`config.mk`:
```
export PLATFORM = sky130hd
export DESIGN_NAME = multicycle_adder
export DESIGN_NICKNAME = d
export VERILOG_FILES = /design/src/rtl/multicycle_adder.sv
export SDC_FILE = /design/constraint.sdc
export NUM_CORES = 1
export LEC_CHECK = 0
export CORE_MARGIN = 3
export CORE_UTILIZATION = 54
export DETAILED_ROUTE_END_ITERATION = 8
export GPL_ROUTABILITY_DRIVEN = 0
export GPL_TIMING_DRIVEN = 0
export PLACE_DENSITY = 0.82
export SETUP_SLACK_MARGIN = 0.05
export SLEW_MARGIN = 25
export SYNTH_ARGS = -nofsm -noshare
export SYNTH_HDL_FRONTEND = slang
export SYNTH_SLANG_ARGS = --single-unit
```
`constraint.sdc`:
```
create_clock -name clk -period 5.2 [get_ports clk]
set_input_delay 1.04 -clock clk [delete_from_list [all_inputs] [get_ports clk]]
set_output_delay 1.04 -clock clk [all_outputs]
set_load 0.01 [all_outputs]
```
`src/rtl/multicycle_adder.sv`:
```
// multicycle_adder: sequential add/subtract unit. Operands are summed CHUNK bits per
// cycle through a registered carry, so no combinational carry path exceeds CHUNK bits.
//
// Ports:
//   clk, rst_n          clock (rising edge), asynchronous active-low reset
//   in_valid/in_ready   operand handshake; in_ready high only in IDLE and out of reset
//   a, b, op_sub        operands; op_sub=1 computes a - b as a + ~b + 1
//   out_valid/out_ready result handshake
//   sum                 registered WIDTH-bit result
//   c_out               carry out of the MSB (for subtract: 1 = no borrow)
//   overflow            two's-complement overflow
//   zero                sum == 0
module multicycle_adder #(
  parameter int unsigned WIDTH = 32,
  parameter int unsigned CHUNK = 8
) (
  input  logic             clk,
  input  logic             rst_n,
  input  logic             in_valid,
  output logic             in_ready,
  input  logic [WIDTH-1:0] a,
  input  logic [WIDTH-1:0] b,
  input  logic             op_sub,
  output logic             out_valid,
  input  logic             out_ready,
  output logic [WIDTH-1:0] sum,
  output logic             c_out,
  output logic             overflow,
  output logic             zero
);

  localparam int unsigned NCHUNK = (CHUNK == 0) ? 1 : WIDTH / CHUNK;
  localparam int unsigned IDXW   = (NCHUNK > 1) ? $clog2(NCHUNK) : 1;

  if (CHUNK == 0 || (WIDTH % CHUNK) != 0) begin : g_bad_chunk
    $error("multicycle_adder: WIDTH must be a non-zero multiple of CHUNK");
  end

  typedef enum logic [1:0] {StIdle, StCalc, StDone} state_e;

  state_e            state_q, state_d;
  logic [WIDTH-1:0]  opa_q, opa_d;
  logic [WIDTH-1:0]  opb_q, opb_d;
  logic [WIDTH-1:0]  acc_q, acc_d;
  logic              carry_q, carry_d;
  logic [IDXW-1:0]   idx_q, idx_d;
  logic [WIDTH-1:0]  sum_q, sum_d;
  logic              c_out_q, c_out_d;
  logic              ovf_q, ovf_d;
  logic              zero_q, zero_d;
  logic              out_valid_q, out_valid_d;

  logic [CHUNK-1:0]  a_chunk, b_chunk;
  logic [CHUNK:0]    chunk_sum;
  logic              last_chunk;
  logic              msb_carry_in;

  assign a_chunk    = opa_q[idx_q*CHUNK +: CHUNK];
  assign b_chunk    = opb_q[idx_q*CHUNK +: CHUNK];
  assign chunk_sum  = {1'b0, a_chunk} + {1'b0, b_chunk} + {{CHUNK{1'b0}}, carry_q};
  assign last_chunk = (idx_q == IDXW'(NCHUNK - 1));

  always_comb begin
    state_d      = state_q;
    opa_d        = opa_q;
    opb_d        = opb_q;
    acc_d        = acc_q;
    carry_d      = carry_q;
    idx_d        = idx_q;
    sum_d        = sum_q;
    c_out_d      = c_out_q;
    ovf_d        = ovf_q;
    zero_d       = zero_q;
    out_valid_d  = out_valid_q;
    msb_carry_in = 1'b0;

    unique case (state_q)
      StIdle: begin
        if (in_valid) begin
          opa_d   = a;
          opb_d   = op_sub ? ~b : b;
          carry_d = op_sub;
          idx_d   = '0;
          state_d = StCalc;
        end
      end
      StCalc: begin
        acc_d[idx_q*CHUNK +: CHUNK] = chunk_sum[CHUNK-1:0];
        carry_d = chunk_sum[CHUNK];
        idx_d   = idx_q + IDXW'(1);
        // Carry into the MSB recovered from the MSB sum bit: s = a ^ b ^ cin.
        msb_carry_in = opa_q[WIDTH-1] ^ opb_q[WIDTH-1] ^ acc_d[WIDTH-1];
        if (last_chunk) begin
          sum_d       = acc_d;
          c_out_d     = chunk_sum[CHUNK];
          ovf_d       = msb_carry_in ^ chunk_sum[CHUNK];
          zero_d      = (acc_d == '0);
          out_valid_d = 1'b1;
          state_d     = StDone;
        end
      end
      StDone: begin
        if (out_ready) begin
          out_valid_d = 1'b0;
          state_d     = StIdle;
        end
      end
      default: state_d = StIdle;
    endcase
  end

  always_ff @(posedge clk or negedge rst_n) begin
    if (!rst_n) begin
      state_q     <= StIdle;
      opa_q       <= '0;
      opb_q       <= '0;
      acc_q       <= '0;
      carry_q     <= 1'b0;
      idx_q       <= '0;
      sum_q       <= '0;
      c_out_q     <= 1'b0;
      ovf_q       <= 1'b0;
      zero_q      <= 1'b0;
      out_valid_q <= 1'b0;
    end else begin
      state_q     <= state_d;
      opa_q       <= opa_d;
      opb_q       <= opb_d;
      acc_q       <= acc_d;
      carry_q     <= carry_d;
      idx_q       <= idx_d;
      sum_q       <= sum_d;
      c_out_q     <= c_out_d;
      ovf_q       <= ovf_d;
      zero_q      <= zero_d;
      out_valid_q <= out_valid_d;
    end
  end

  // Gated by rst_n so in_ready is low while reset is held.
  assign in_ready  = (state_q == StIdle) && rst_n;
  assign out_valid = out_valid_q;
  assign sum       = sum_q;
  assign c_out     = c_out_q;
  assign overflow  = ovf_q;
  assign zero      = zero_q;

endmodule

```
# Word level (Yosys, flattened, before mapping)
# Index checks and enable logic that the tools add are counted.
[word_totals] reg_bits=137 out_inout_bits=37 elab_cells=52
[classes] shift=4 muxes=13 n_reduce_logical=10 eq_ne=6 n_addsub=4 bitwise_logic=4
[op_table] op="$shiftx A32 B6 Y8" count=2
[op_table] op="$neg A5 Y34" count=1
[op_table] op="$shift A8 B34 Y32 const A" count=1
[op_table] op="$shiftx A8 B34 Y32" count=1
[op_table] op="$bwmux W32" count=1
[op_table] op="$logic_not A32 Y1" count=1
[op_table] op="$mux W32" count=1
[op_table] op="$not A32 Y32" count=1
[op_table] op="$add A8 B8 Y9" count=1
[op_table] op="$add A9 B1 Y9" count=1
[op_table] op="$mux W2" count=4
[op_table] op="$ne A2 B2 Y1 const B" count=3
[op_table] op="$pmux W2 S3" count=1
[op_table] op="$reduce_and A2 Y1" count=3
[op_table] op="$reduce_and A3 Y1" count=2
[op_table] op="$eq A2 B2 Y1 const B" count=2
[op_table] op="$pmux W1 S2" count=2
[op_table] op="$pmux W2 S2" count=1
[op_table] op="$reduce_bool A2 Y1" count=2
[op_table] op="$mux W1" count=3
[op_table] op="$xor A1 B1 Y1" count=3
[op_table] op="$add A2 B1 Y2 const B" count=1
[op_table] op="$eq A2 B1 Y1 const B" count=1
[op_table] op="$logic_not A2 Y1" count=1
[op_table] op="$logic_and A1 B1 Y1" count=1

# Logic depth before layout (Yosys ltp)
[depth] word_depth=7 ltp_mapped=13 mapped_depth_nobuf=9

# Worst setup path before layout
# No wires, ideal clock.
[synth_path] path_kind="register to register" from="register idx_q[0]" to="register zero_q, in the netlist zero" required_ps=5079 setup_ps=121 path_slack_ps=1515 arrival_time_ps=3563 stages_incl_launch_ff=12 n_path_buf=2 cell_sequence="dfrtp_1 > buf_2 > buf_2 > mux4_2 > fa_1 > fa_1 > a211oi_2 > nor2_1 > nor2_1 > a22oi_1 > and4_1 > a32o_2"
[synth_via] elab_chain_len=6 word_cells_on_any_way=11 cone_classes="add/sub (3); eq/ne (1); shift (4); mux (1); reduce/logical (2)"
[synth_rtl] element="from (decl)" line_no="46" source="logic [IDXW-1:0] idx_q, idx_d;"
[synth_rtl] element="from (signal assigned)" line_no="131" source="idx_q <= idx_d;"
[synth_rtl] element="$shiftx A32 B6 Y8 (on tied branches)" line_no="58, 59"
[synth_rtl] element="$add A8 B8 Y9" line_no="60" source="assign chunk_sum = {1'b0, a_chunk} + {1'b0, b_chunk} + {{CHUNK{1'b0}}, carry_q};"
[synth_rtl] element="$add A9 B1 Y9" line_no="60"
[synth_rtl] element="$shiftx A8 B34 Y32" line_no="88" source="acc_d[idx_q*CHUNK +: CHUNK] = chunk_sum[CHUNK-1:0];"
[synth_rtl] element="$bwmux W32" line_no="88"
[synth_rtl] element="$logic_not A32 Y1" line_no="97" source="zero_d = (acc_d == '0);"
[synth_rtl] element="to (signal assigned)" line_no="135" source="zero_q <= zero_d;"
[synth_rtl] element="to (decl)" line_no="50" source="logic zero_q, zero_d;"
# Parallel ways exist; a longest one is shown, timed or not.
# A chain may end at the register's enable or synchronous reset.

# Final worst setup path
# Same ends and word-level chain as after synthesis.

==> impl_metrics.json <==
{
  "syn_to_final_growth_pct": 26.61,
  "synth_seq_cells": 137,
  "port_buffers": 104,
  "fillerInstances": 871,
  "fin_nets": 826,
  "critical_path_class": "reg -> reg",
  "first_global_vias": 5449,
  "hold_class": "reg -> reg",
  "reg2reg_depth": 11,
  "htreeDepth": 4,
  "syn_area_per_cell_sq_um": 11.01,
  "worst_setup_path_end_kind": "flop",
  "cp-endpoint": "zero",
  "dieWidth_microns": 118.2,
  "synth_top_area_share_pct": 50.40,
  "final_design_area_no_fill_sq_mm": 0.008613,
  "final-hold-violation-count": 0,
  "finalCritPeriodShare_pct": 86.86,
  "antennaDiodeCount": 0,
  "grt_pass1_wl_mm": 27.62,
  "grt_max_degree": 73,
  "fin_worst_skew_ns": 0.009579,
  "drc": 0,
  "hold_buffers": 0,
  "fin_crit_ns": 4.517,
  "syn-instance-count": 618,
  "cp.required_ns": 5.51,
  "core-area_sq_mm": 0.01216,
  "min_path_cells": 2,
  "overflow": 0,
  "dpl-instance-area_sq_mm": 0.008087,
  "synthMostInstantiatedCell": "dfrtp_1",
  "initialDrtViolationCount": 430,
  "rsz0062_at_grt": "false",
  "ant_nets": 0,
  "track_usage_pct": 24.88,
  "startpoint": "idx_q[0]",
  "synth_nets": 702,
  "synth_edf_count": 0,
  "antenna_found_initial": 0,
  "routed_wl_mm": 16.68,
  "max_stage_delay_ns": 0.67,
  "cp_max_fo": 10,
  "clock_sinks": 137,
  "drive_gt1_share_pct": 13.45,
  "cts_tree": "built",
  "timing.fmax_mhz": 221.4,
  "cap_violations": 0,
  "die_area_sq_mm": 0.01398,
  "worst_pin_slew_ns": 1.080,
  "cts_buffers": 17,
  "cts_setup_buffers": 0,
  "slew_headroom_pct": 27.51,
  "rows": 40,
  "slew_violations": 0,
  "vias": 5361,
  "slowest_stage": "nor2_1",
  "netlist_area_sq_mm": 0.006803,
  "avgViaCountPerCell": 5.834,
  "cp.arrival_ns": 4.83,
  "r2r_slack_ns": 0.68,
  "cts_resized": 0,
  "r2r-start": "idx_q[0]",
  "setup_violations": 0,
  "synth_seq_area_share_pct": 50.40,
  "hpwl_mm": 11.93,
  "ys_top_cells_by_count": "dfrtp_1, a21oi_1, nand2_1",
  "yosys_most_used_dff": "dfrtp_1",
  "path_clk_slew_ns": 0.05,
  "clock_latency_ns": 0.42,
  "pin_count": 106,
  "async_flop_share_pct": 100.0,
  "ys_types": 58,
  "cts-root-buf": "clkbuf_16",
  "synth_area_leader_cell": "dfrtp_1",
  "cp_cell_sequence": "buf_2 -> buf_2 -> mux4_2 -> fa_1 -> fa_1 -> a211oi_2 -> nor2_1 -> nor2_1 -> a22oi_1 -> and4_1 -> a32o_2",
  "wl_per_cell_microns": 18.15,
  "die_y_microns": 118.2,
  "status": "completed",
  "yosysWarnings": 0,
  "initial_core_util_pct": 55.94,
  "reg2reg_to": "zero",
  "firstDrtPassIters": 4,
  "clockBufferDepth": 2,
  "startpoint_type": "flop",
  "synth_area_leaders": "dfrtp_1, mux2_2, mux4_2"
}
==> per-stage QoR <==
| stage | instances | setup TNS [ns] | setup slack (ns) | util (%) | hold slack, ns |
|---|---|---|---|---|---|
| 2_1_floorplan | 618 | 0 | 1.515 | - | 0.4509 |
| 3_3_place_gp | 890 | -263.60 | -2.554 | 66.22 | 0.4629 |
| 3_5_place_dp | 891 | 0 | 0.7748 | 66.49 | 0.4663 |
| 4_1_cts | 919 | 0 | 0.7491 | 70.82 | 0.4787 |
| 5_1_grt | 919 | 0 | 0.5074 | 70.82 | 0.5190 |
| 6_report | 919 | 0 | 0.6833 | 70.82 | 0.4777 |
==> worst max-delay path, delay by kind of cell, from the launching register on <==
kind,cells,cell delay [ns]
multiplexers,1,0.59
flip-flops,1,0.41
adder cells (fa/ha/maj),2,0.93
AO/OA/AOI/OAI,3,0.78
AND/OR/NAND/NOR,3,1.06
buffers and inverters,2,0.61
==> registers in the layout (all words and copies together), names as in the netlist <==
name / flops
sum: 32
overflow: 1
state_q: 2
opb_q: 32
out_valid: 1
acc_q: 32
opa_q: 32
idx_q: 2
carry_q: 1
c_out: 1
zero: 1
==> layout make-up <==
type                            instances  area, sq um  share of cell area [%]
Multi-Input combinational cell        432         3164                   36.74
Inverter                                8        30.03                  0.3486
Clock buffer                           24        481.7                   5.593
Timing Repair Buffer                  105         1074                   12.46
Sequential cell                       137         3428                   39.80
Buffer                                 41        180.2                   2.092
Clock inverter                          4        45.04                  0.5230
Tap cell                              168        210.2                   2.440
==> how the worst min path moves through the flow <==
| stage | startpoint | to | slack, ns |
|---|---|---|---|
| global route | sum[18] | sum[18] | 0.52 |
| global placement | sum[19] | sum[19] | 0.46 |
| CTS | sum[4] | sum[4] | 0.48 |
| detailed placement | sum[4] | sum[4] | 0.47 |
| finish | sum[29] | sum[29] | 0.48 |
| floorplan | acc_q[31] | acc_q[31] | 0.45 |
==> kinds of logic after synthesis <==
logic type / synth area share [%]
DFF: 50.40
xor gates and xnor gates: 5.242
buffers and inverters: 3.090
adders and majority gates: 2.980
and+or+nand+nor: 11.68
AOI/OAI and AO/OA: 15.56
muxes: 11.05
==> per-layer routing <==
layer	up-vias	part of all wire, %	track usage (%)
met3	32	6.8	5.598
met2	230	50	41.44
met1	2649	41	31.60
met5	-	0	0
li1	2450	-	-
met4	0	2.2	10.04
==> placed cells by master (no fill, tap or decap), types with 2 or more instances in the layout <==
cell type,n
clkbuf_16,17
clkdlybuf4s50_1,103
a22oi_1,2
nor2_1,48
clkbuf_8,3
clkbuf_1,25
nor4bb_1,2
o22ai_1,2
nor4_2,2
mux2i_1,2
nor2b_1,31
o21ai_0,37
o21bai_1,4
a31oi_1,2
buf_1,5
o32ai_1,2
buf_4,3
nand2_1,54
inv_1,8
a211oi_1,4
or3_1,2
clkinv_2,3
a22o_1,29
mux2_2,33
mux4_2,16
o41ai_1,2
nor3b_1,3
nor4_1,2
fa_1,2
or4_1,3
nand2b_1,2
a21oi_1,66
o31ai_1,2
xnor2_1,37
or2_2,2
buf_2,12
and2_1,2
o21a_1,2
ha_1,13
dfrtp_1,137
Power is not shown: default switching activity piles up to over one toggle a cycle in this logic, so the estimate is an artifact.
==> variant: new RTL, same flow settings <==
Make the reset (`rst_n`) synchronous in one clocked block. Comments in the files are not updated.
--- a/src/rtl/multicycle_adder.sv
+++ b/src/rtl/multicycle_adder.sv
@@ -109,7 +109,7 @@
     endcase
   end
 
-  always_ff @(posedge clk or negedge rst_n) begin
+  always_ff @(posedge clk) begin
     if (!rst_n) begin
       state_q     <= StIdle;
       opa_q       <= '0;
Behaviour: differs if rst_n is asserted again (counterexample within 10 cycles, from zero or initial values and one cycle with rst_n low); with rst_n held inactive, the same outputs for 10 cycles.
==> variant against the original RTL <==
Routed wire length is 2.8% higher; via count is 6.1% higher; worst setup slack worse by 0.12 ns; synthesized cell count is 11% higher; sequential cell count stayed put; synthesized area is 9.0% lower; die area is 8.5% lower; clock skew is 0.0010 ns lower; design area is 7.1% lower; critical endpoint is now sum[14]$_SDFFE_PN0P_.
==> variant: results (changes against the original RTL) <==
| Metric | Value |
|---|---|
| DRT iter0 DRCs | `397 (-7.7%)` |
| Status | `finished, final reports clean` |
| Area contributors post-synth | `dfxtp_1, a211oi_1, nor2_1, mux4_2, xnor2_1` |
| Count of input and output buffers | `104 (unchanged)` |
| Met3 Wirelength | `1.34 mm (+17%)` |
| Busiest grt layer | `met2` |
| Met1 wire length | `6.51 mm (-5.1%)` |
| Layout cells sized above 1 | `0.0770 (-0.0575)` |
| Clk slew on worst S/H paths | `0.06 ns` |
| Sequential area share after synthesis | `0.443 (-0.0609)` |
| H-tree levels | `4 (unchanged)` |
| Critical path's largest stage delay | `0.61 ns (-0.06 ns)` |
| First-pass GRT wire length | `27.7 mm (+0.22%)` |
| Net count after synthesis | `767 (+9.3%)` |
| Nets | `890 (+7.7%)` |
| Top cells by count, synth | `dfxtp_1, nor2_1, a211oi_1` |
| Top Layer Used | `met4` |
| Slew margin rel. | `0.302 (+0.0271)` |
| Compound-cell area share of the yosys netlist | `0.220 (+0.0643)` |
| M3 GR Usage | `0.0636 (+0.00766)` |
| TritonRoute pass-1 iters | `5 (+1)` |
| Crit-path max FO | `10 (unchanged)` |
| Slowest CP cell | `buf_1` |
| ANT nets after route | `0 (unchanged)` |
| GR Layer Usage met2 | `0.473 (+0.0583)` |
| Total CTS buffers | `17 (unchanged)` |
| CTS Hold Bufs | `0 (unchanged)` |
| Adder-cell share of the synthesized area | `0.0327 (+0.00294)` |
| Overall Global Routing Usage | `0.271 (+0.0222)` |
| Peak supply drop | `0.256 mV` |
| Placed Area | `0.00741 sq mm (-8.4%)` |
| Routed wire length | `17.2 mm (+2.8%)` |
| CTS Buffer Depth | `2 (unchanged)` |
| Worst Path Arrival | `4.95 ns (+0.12 ns)` |
| Class of the worst hold path | `register to register` |
| Post-DP HPWL | `12.7 mm (+6.4%)` |
| Layout Skew | `0.00856 ns (-0.00102 ns)` |
| Gates resized, CTS repair | `0 (unchanged)` |
| Met1 Resource Use GR | `0.310 (-0.00614)` |
| Vias in the first global route | `5735 (+5.2%)` |
| Yosys cell types | `50 (-14%)` |
| Ys async rst share | `0 (-1.00)` |
| N_diodes | `0 (unchanged)` |
| Fill cells | `828 (-4.9%)` |
| Largest net degree at the start of global routing | `17 (-77%)` |
| Via density | `5.94 (+1.7%)` |
| Post-Synth XOR/XNOR Area | `0.0552 (+0.00276)` |
| Postcts setup bufs | `0 (unchanged)` |
| Clock Latency Late Sink | `0.42 ns (about the same)` |
| Met2 routed WL | `8.58 mm (+3.1%)` |
| Mux share of post-synthesis cell area | `0.0582 (-0.0523)` |
## variant: layout make-up
class                      instances  share of cell area
multi-input combinational        485               0.401
buffer                            53              0.0258
tap                              140              0.0219
timing repair buffer             104               0.130
sequential                       137               0.343
inverter                           8             0.00375
clock inverter                    12              0.0189
clock buffer                      19              0.0554
## variant: worst max-delay path, delay by kind of cell (launching register included)
| kind | cells | cell delay (ns) |
|---|---|---|
| compound gates | 4 | 1.04 |
| fa+ha+maj | 2 | 0.88 |
| buf+inv | 2 | 0.88 |
| flops | 1 | 0.42 |
| mux | 1 | 0.46 |
| simple gates | 2 | 0.83 |
## variant: through the flow
step	hold WS, ns	setup WS (ns)	utilization	cells	power, mW
after detailed placement	0.450	0.738	0.672	927	1.62
after global placement	0.443	0.795	0.672	927	1.61
after CTS	0.458	0.667	0.725	958	2.83
after global routing	0.477	0.387	0.725	958	2.92
final	0.460	0.566	0.725	958	2.83
after floorplan	0.433	1.58	-	683	1.46
## variant: power by group
part	switching [mW]	internal [mW]	leakage [nW]
clock	0.451	0.760	0.277
combinational	0.267	0.197	1.38
sequential	0.0400	1.11	1.12
## variant: worst paths after layout
| path | start | to | slack (ns) | cells past startpoint |
|---|---|---|---|---|
| max reg2reg | idx_q[0]$_SDFFE_PN0P_ | sum[14]$_SDFFE_PN0P_ | 0.57 | 11 |
| max | idx_q[0]$_SDFFE_PN0P_ | sum[14]$_SDFFE_PN0P_ | 0.57 | 11 |
| min | opa_q[2]$_SDFFE_PN0P_ | opa_q[2]$_SDFFE_PN0P_ | 0.46 | 2 |
| min reg2reg | opa_q[2]$_SDFFE_PN0P_ | opa_q[2]$_SDFFE_PN0P_ | 0.46 | 2 |
